===== src/rtl/pc_control.sv =====
// Next-PC and condition-flag unit: holds PC, stored {N,Z,V} flags and run/halt state,
// evaluates branch conditions against stored flags and selects the next instruction address.
module pc_control #(
    parameter int               WIDTH    = 16,
    parameter int               IMM_W    = 9,
    parameter logic [WIDTH-1:0] RESET_PC = {WIDTH{1'b0}}
) (
    input  logic             clk,
    input  logic             rst,
    input  logic             branch_en,
    input  logic             branch,
    input  logic             hlt,
    input  logic             stall,
    input  logic [2:0]       cond,
    input  logic [IMM_W-1:0] imm,
    input  logic [WIDTH-1:0] reg_tgt,
    input  logic [2:0]       flag_we,
    input  logic [2:0]       flag_in,
    output logic [WIDTH-1:0] pc,
    output logic [WIDTH-1:0] pc_plus2,
    output logic [2:0]       flags,
    output logic             taken,
    output logic             halted
);

    typedef enum logic [0:0] {
        RUN  = 1'b0,
        HALT = 1'b1
    } state_t;

    localparam logic [WIDTH-1:0] PC_STEP = {{(WIDTH-2){1'b0}}, 2'b10};

    state_t           state_q, state_d;
    logic [WIDTH-1:0] pc_q, pc_d;
    logic [2:0]       flags_q, flags_d;
    logic             halted_q, halted_d;

    logic [WIDTH-1:0] imm_ext_s;
    logic [WIDTH-1:0] br_off_s;
    logic [WIDTH-1:0] pc_plus2_s;
    logic             cond_ok_s;
    logic             taken_s;

    // Condition codes are evaluated on the stored flags f = {N,Z,V}.
    function automatic logic cond_eval(input logic [2:0] c, input logic [2:0] f);
        logic n, z, v, r;
        n = f[2];
        z = f[1];
        v = f[0];
        case (c)
            3'b000:  r = ~z;
            3'b001:  r = z;
            3'b010:  r = ~z & ~n;
            3'b011:  r = n;
            3'b100:  r = z | (~z & ~n);
            3'b101:  r = n | z;
            3'b110:  r = v;
            3'b111:  r = 1'b1;
            default: r = 1'b0;
        endcase
        return r;
    endfunction

    // Address arithmetic and branch decision for the current instruction.
    always_comb begin
        imm_ext_s  = {{(WIDTH-IMM_W){imm[IMM_W-1]}}, imm};
        br_off_s   = {imm_ext_s[WIDTH-2:0], 1'b0};
        pc_plus2_s = pc_q + PC_STEP;
        cond_ok_s  = cond_eval(cond, flags_q);
        taken_s    = branch_en & cond_ok_s & (state_q == RUN) & ~stall;
    end

    // Next-state logic; hlt takes priority over a same-cycle branch.
    always_comb begin
        pc_d     = pc_q;
        flags_d  = flags_q;
        state_d  = state_q;
        halted_d = halted_q;
        case (state_q)
            RUN: begin
                if (!stall) begin
                    if (hlt) begin
                        state_d  = HALT;
                        halted_d = 1'b1;
                    end else if (taken_s) begin
                        pc_d = branch ? reg_tgt : (pc_plus2_s + br_off_s);
                    end else begin
                        pc_d = pc_plus2_s;
                    end
                    flags_d = (flag_we & flag_in) | (~flag_we & flags_q);
                end else begin
                    pc_d = pc_q;
                end
            end
            HALT: begin
                state_d  = HALT;
                halted_d = 1'b1;
            end
            default: begin
                state_d  = HALT;
                halted_d = 1'b1;
            end
        endcase
    end

    // State registers with asynchronous reset.
    always_ff @(posedge clk or posedge rst) begin
        if (rst) begin
            pc_q     <= RESET_PC;
            flags_q  <= 3'b000;
            state_q  <= RUN;
            halted_q <= 1'b0;
        end else begin
            pc_q     <= pc_d;
            flags_q  <= flags_d;
            state_q  <= state_d;
            halted_q <= halted_d;
        end
    end

    assign pc       = pc_q;
    assign pc_plus2 = pc_plus2_s;
    assign flags    = flags_q;
    assign taken    = taken_s;
    assign halted   = halted_q;

endmodule


===== config.mk =====
export PLATFORM = sky130hd
export DESIGN_NAME = pc_control
export DESIGN_NICKNAME = d
export VERILOG_FILES = /design/src/rtl/pc_control.sv
export SDC_FILE = /design/constraint.sdc
export NUM_CORES = 1
export LEC_CHECK = 0
export BUFFER_PORTS_ARGS = -buffer_cell sky130_fd_sc_hd__buf_4
export CAP_MARGIN = 5
export CORE_AREA = 2 2 69 71
export CTS_CLUSTER_SIZE = 40
export DETAILED_ROUTE_END_ITERATION = 8
export DIE_AREA = 0 0 71 73
export PLACE_DENSITY = 0.89
export RECOVER_POWER = 100
export SYNTH_ARGS = -nofsm -noshare
export SYNTH_HDL_FRONTEND = slang
export SYNTH_SLANG_ARGS = --single-unit

===== constraint.sdc =====
create_clock -name clk -period 3.42 [get_ports clk]
set_input_delay 0.171 -clock clk [delete_from_list [all_inputs] [get_ports clk]]
set_output_delay 0.171 -clock clk [all_outputs]
set_load 0.05 [all_outputs]

Yosys cells after proc, flatten, opt, wreduce, memory -nomap -nowiden
Index checks and enable logic that the tools add are counted.
{"block": "totals", "in_bits": 40, "elab_cells": 43, "output_inout_bits": 37, "reg_bits": 21}
{"block": "classes", "eq_ne": 9, "add_sub_neg": 2, "reduce_logical": 4, "muxes": 9, "bitwise_logic": 15}
{"op": "16-bit two-way mux", "count": 2}
{"op": "16-bit adder", "count": 1}
{"op": "16-bit by 2-bit adder with 16-bit output (second input constant)", "count": 1}
{"op": "3-bit equality test (second input constant)", "count": 4}
{"op": "1-bit one-hot mux with 8 select lines", "count": 1}
{"op": "3-bit AND", "count": 2}
{"op": "3-bit by 2-bit equality test with 1-bit output (second input constant)", "count": 2}
{"op": "1-bit inverter", "count": 5}
{"op": "1-bit AND", "count": 4}
{"op": "1-bit two-way mux", "count": 4}
{"op": "2-bit inequality test (second input constant)", "count": 2}
{"op": "1-bit one-hot mux with 2 select lines", "count": 2}
{"op": "2-bit AND reduction", "count": 2}
{"op": "3-bit by 1-bit equality test with 1-bit output (second input constant)", "count": 1}
{"op": "3-bit zero test", "count": 1}
{"op": "3-bit inverter", "count": 1}
{"op": "3-bit bitwise OR", "count": 1}
{"op": "3-bit AND reduction", "count": 1}
{"op": "1-bit bitwise OR", "count": 2}

Logic depth before layout (Yosys ltp)
{"block": "logic_depth", "word_depth": 8, "mapped_depth": 13, "mapped_depth_nobuf": 13}

Least setup slack after synthesis
OpenSTA, ideal clock, no wires.
{"block": "synth_timing", "path_kind": "register to register", "startpoint": "register pc_q[2] (netlist: pc[2])", "endpoint": "register pc_q[14] (netlist: pc[14])", "arrival_time_ns": 3.759, "setup_ns": 0.123, "required_ns": 3.297, "slack_ns": -0.462, "stages_incl_launch_ff": 13, "period_less_slack_ns": 3.882, "path_buffers": 0, "path_cell_list": "dfrtp_1 > ha_1 > nand2_1 > or3_1 > xnor2_1 > ha_1 > a21o_1 > a211oi_1 > nand2_1 > o21ai_0 > a21oi_1 > xor2_1 > o2bb2ai_1"}
{"block": "synth_between", "elab_chain_cells": 4}
{"item": "from (decl)", "line_no": "34", "text": "logic [WIDTH-1:0] pc_q, pc_d;"}
{"item": "from (signal assigned)", "line_no": "114", "text": "pc_q <= pc_d;"}
{"item": "16-bit by 2-bit adder with 16-bit output", "line_no": "68", "text": "pc_plus2_s = pc_q + PC_STEP;"}
{"item": "net pc_plus2[11]", "line_no": "20", "text": "output logic [WIDTH-1:0] pc_plus2,"}
{"item": "16-bit adder", "line_no": "86", "text": "pc_d = branch ? reg_tgt : (pc_plus2_s + br_off_s);"}
{"item": "16-bit two-way mux", "line_no": "86"}
{"item": "16-bit two-way mux", "line_no": "85", "text": "end else if (taken_s) begin"}
The timed path passes the listed nets, and every way through them passes these cells.
A chain may end at the register's enable or synchronous reset.

==> flow_metrics.env <==
export IMPL_fin_cells=387
export IMPL_cp_max_fo=27
export IMPL_dpl_cell_count=383
export IMPL_fp_dieArea_um2=5180
export IMPL_max_freq_ghz=0.311
export IMPL_postCtsSetupRepairBufs=0
export IMPL_async_reset_ff_share_pct=100
export IMPL_ant_nets=0
export IMPL_drt_initial_drc_count=164
export IMPL_finalPower_uw=1170
export IMPL_fp_dieH_um=73
export IMPL_num_vias=2321
export IMPL_vdd_drop_max_mv=0.283
export IMPL_drive_gt1_share_pct=24.0
export IMPL_post_drt_wl_per_cell_um=16.3
export IMPL_outcome="complete, no violations"
export IMPL_port_buffers=76
export IMPL_max_cap_violations=0
export IMPL_coreArea_um2=4540
export IMPL_ys_seq_area_share_pct=24.1
export IMPL_synth_area_per_cell_um2=8.39
export IMPL_synthToLayoutAreaGrowth_pct=27.8
export IMPL_synth_ff_type="dfrtp_1"
export IMPL_drt_first_pass_iters=5
export IMPL_worstSetupPathType="reg2reg"
export IMPL_grt_pass1_vias=2222
export IMPL_yosysUniqueCellTypes=58
export IMPL_crit_path_end_kind="flip-flop"
export IMPL_cts_htree_levels=1
export IMPL_mostFrequentLayoutCells="46 x buf_4, 30 x clkbuf_1, 25 x nand2_1, 22 x o21ai_0, 21 x a21oi_1"
export IMPL_final_nets=393
export IMPL_cp_slowest_cell="clkinvlp_2"
export IMPL_fin_crit_ps=3220
export IMPL_max_stage_delay_ps=850
export IMPL_grt_max_degree=28
export IMPL_grt_usage_pct=24.3
export IMPL_clock_sinks=21
export IMPL_fin_crit_sh_pct=94.1
export IMPL_final_util_pct=61.5
export IMPL_initial_core_util_pct=48.1
export IMPL_power_density_nw_per_um2=420
export IMPL_hold_path_class="in2async"
export IMPL_viasPerCell=6.00
export IMPL_setup_viol=0
export IMPL_cts_clk_slew_worst_paths_ps=90
export IMPL_syn_nets=319
export IMPL_maxSlewHeadroom_pct=38.1
export IMPL_clock_root_buffer="clkbuf_8"
export IMPL_worst_slew_pin_slew_ps=924
export IMPL_routed_wirelength_um=6320
export IMPL_crit_chain="nand2_2 > o21ai_0 > a221oi_1 > a2111o_1 > clkinvlp_2 > or4b_1 > o31ai_1 > a211oi_2"
export IMPL_synth_edf_count=0
export IMPL_dieWidth_um=71
export IMPL_clockBufferDepth=2
export IMPL_grt_overflow=0
export IMPL_cp_arrival_ps=3370
export IMPL_fin_tns_setup_ps=0
export IMPL_required_ps=3570
export IMPL_final_common_cell="buf_4"
export IMPL_syn_area_um2=2180
export IMPL_ys_warn_count=0
export IMPL_hold_ws_ps=75.6
export IMPL_cts_buffers=3
export IMPL_hpwl_um=4870
export IMPL_grt_pass1_wl_um=10100
export IMPL_rsz0062_at_grt="no"
export IMPL_ios=77
export IMPL_slew_viol_final=0
export IMPL_antenna_found_initial=0
export IMPL_diodes=0
export IMPL_ys_seq_elements=21
export IMPL_rows=25
export IMPL_startpoint_type="flip-flop"
export IMPL_cts_tree="done"
export IMPL_drcViolationCount=0
export IMPL_finalClockSkew_ps=2.64
export IMPL_clk_latency_ps=270
export IMPL_hold_viol=0
export IMPL_leakage_uw=0.00122
export IMPL_netlist_instances=260
export IMPL_place_gp_congestion=0.833
cells by family after synthesis:
logic type	Yosys count	synth area share [%]
flops	21	24.1
buf+inv	20	4.36
simple gates	85	21.0
xor+xnor	24	9.98
fa+ha+maj	19	11.2
mux	7	3.38
compound gates	84	26.0
cell type report:
class                   count  area [um2]
flip-flops and latches     21         529
clock inverters             1        5.00
multi-input cells         219        1630
inverters                  11        42.5
repair buffers             78         470
clock buffers               3        41.3
well taps                  54        67.6
fillers                   427        1750
final timing paths:
kind | start | to | depth (start not counted) | slack, ps
max | flip-flop | pc[15]$_DFFE_PP0P_ | 8 | 200
min | rst | async pin | 2 | 80
max reg2reg | flip-flop | pc[15]$_DFFE_PP0P_ | 8 | 200
min reg2reg | halted$_DFFE_PP0P_ | halted$_DFFE_PP0P_ | 1 | 480
max in group asynchronous | rst | pc[3]$_DFFE_PP0P_ | 2 | 2750
min in group clk | reg_tgt[0] | pc[0]$_DFFE_PP0P_ | 2 | 110
report_power, final:
group	total (uW)	leakage [uW]	internal [uW]	switching [uW]
sequential	323	0.000252	277	46.0
combinational	671	0.000939	223	449
clock	177	0.0000255	81.6	95.9
total	1170	0.00122	582	591
synthesized netlist by cell type (all sizes together) (2+ instances only):
| cell type | count | area [um2] |
|---|---|---|
| a31oi | 4 | 25.0 |
| o31ai | 2 | 15.0 |
| dfrtp | 21 | 526 |
| o21a | 3 | 22.5 |
| a211oi | 5 | 42.5 |
| or3 | 5 | 31.3 |
| buf | 3 | 26.3 |
| nor3 | 5 | 25.0 |
| nand4 | 5 | 31.3 |
| a21o | 7 | 52.6 |
| o221a | 2 | 22.5 |
| xnor2 | 12 | 113 |
| a21oi | 22 | 114 |
| nor2b | 2 | 12.5 |
| and3 | 2 | 12.5 |
| clkbuf | 6 | 22.5 |
| inv | 11 | 46.3 |
| ha | 18 | 225 |
| o211ai | 6 | 45.0 |
| nor4b | 2 | 23.8 |
| mux2i | 4 | 40.0 |
| nand2 | 27 | 106 |
| mux2 | 3 | 33.8 |
| nor2 | 19 | 86.3 |
| nand3 | 9 | 55.1 |
| o22ai | 2 | 12.5 |
| xor2 | 12 | 105 |
| o21ai | 23 | 115 |
per-stage QoR:
step | instance area (um2) | setup slack [ps]
final | 2790 | 201
after global routing | 2790 | 29.3
after CTS | 2950 | 283
after detailed placement | 2900 | 322
after global placement | 2900 | 459
after floorplan | 2300 | 30.0
timing repair:
item | CTS | global route
hold buffers | 0 | 0
resized for setup | 0 | 1
setup endpoints to repair | 0 | 1
layer usage:
layer	share of wire (%)	global-route usage, %	vias to the layer above
met5	0	0	-
met4	2.3	8.39	0
met3	7.6	2.90	15
met2	47	41.4	117
met1	43	32.0	1090
li1	-	-	1099
worst max-delay path, delay by kind of cell, from the launching register on:
family                 cells  cell delay, ps
buffers and inverters      1             850
and+or+nand+nor            2             850
AOI/OAI and AO/OA          5             940
DFF                        1             440
No activity file was read; power rests on OpenSTA's default activity.
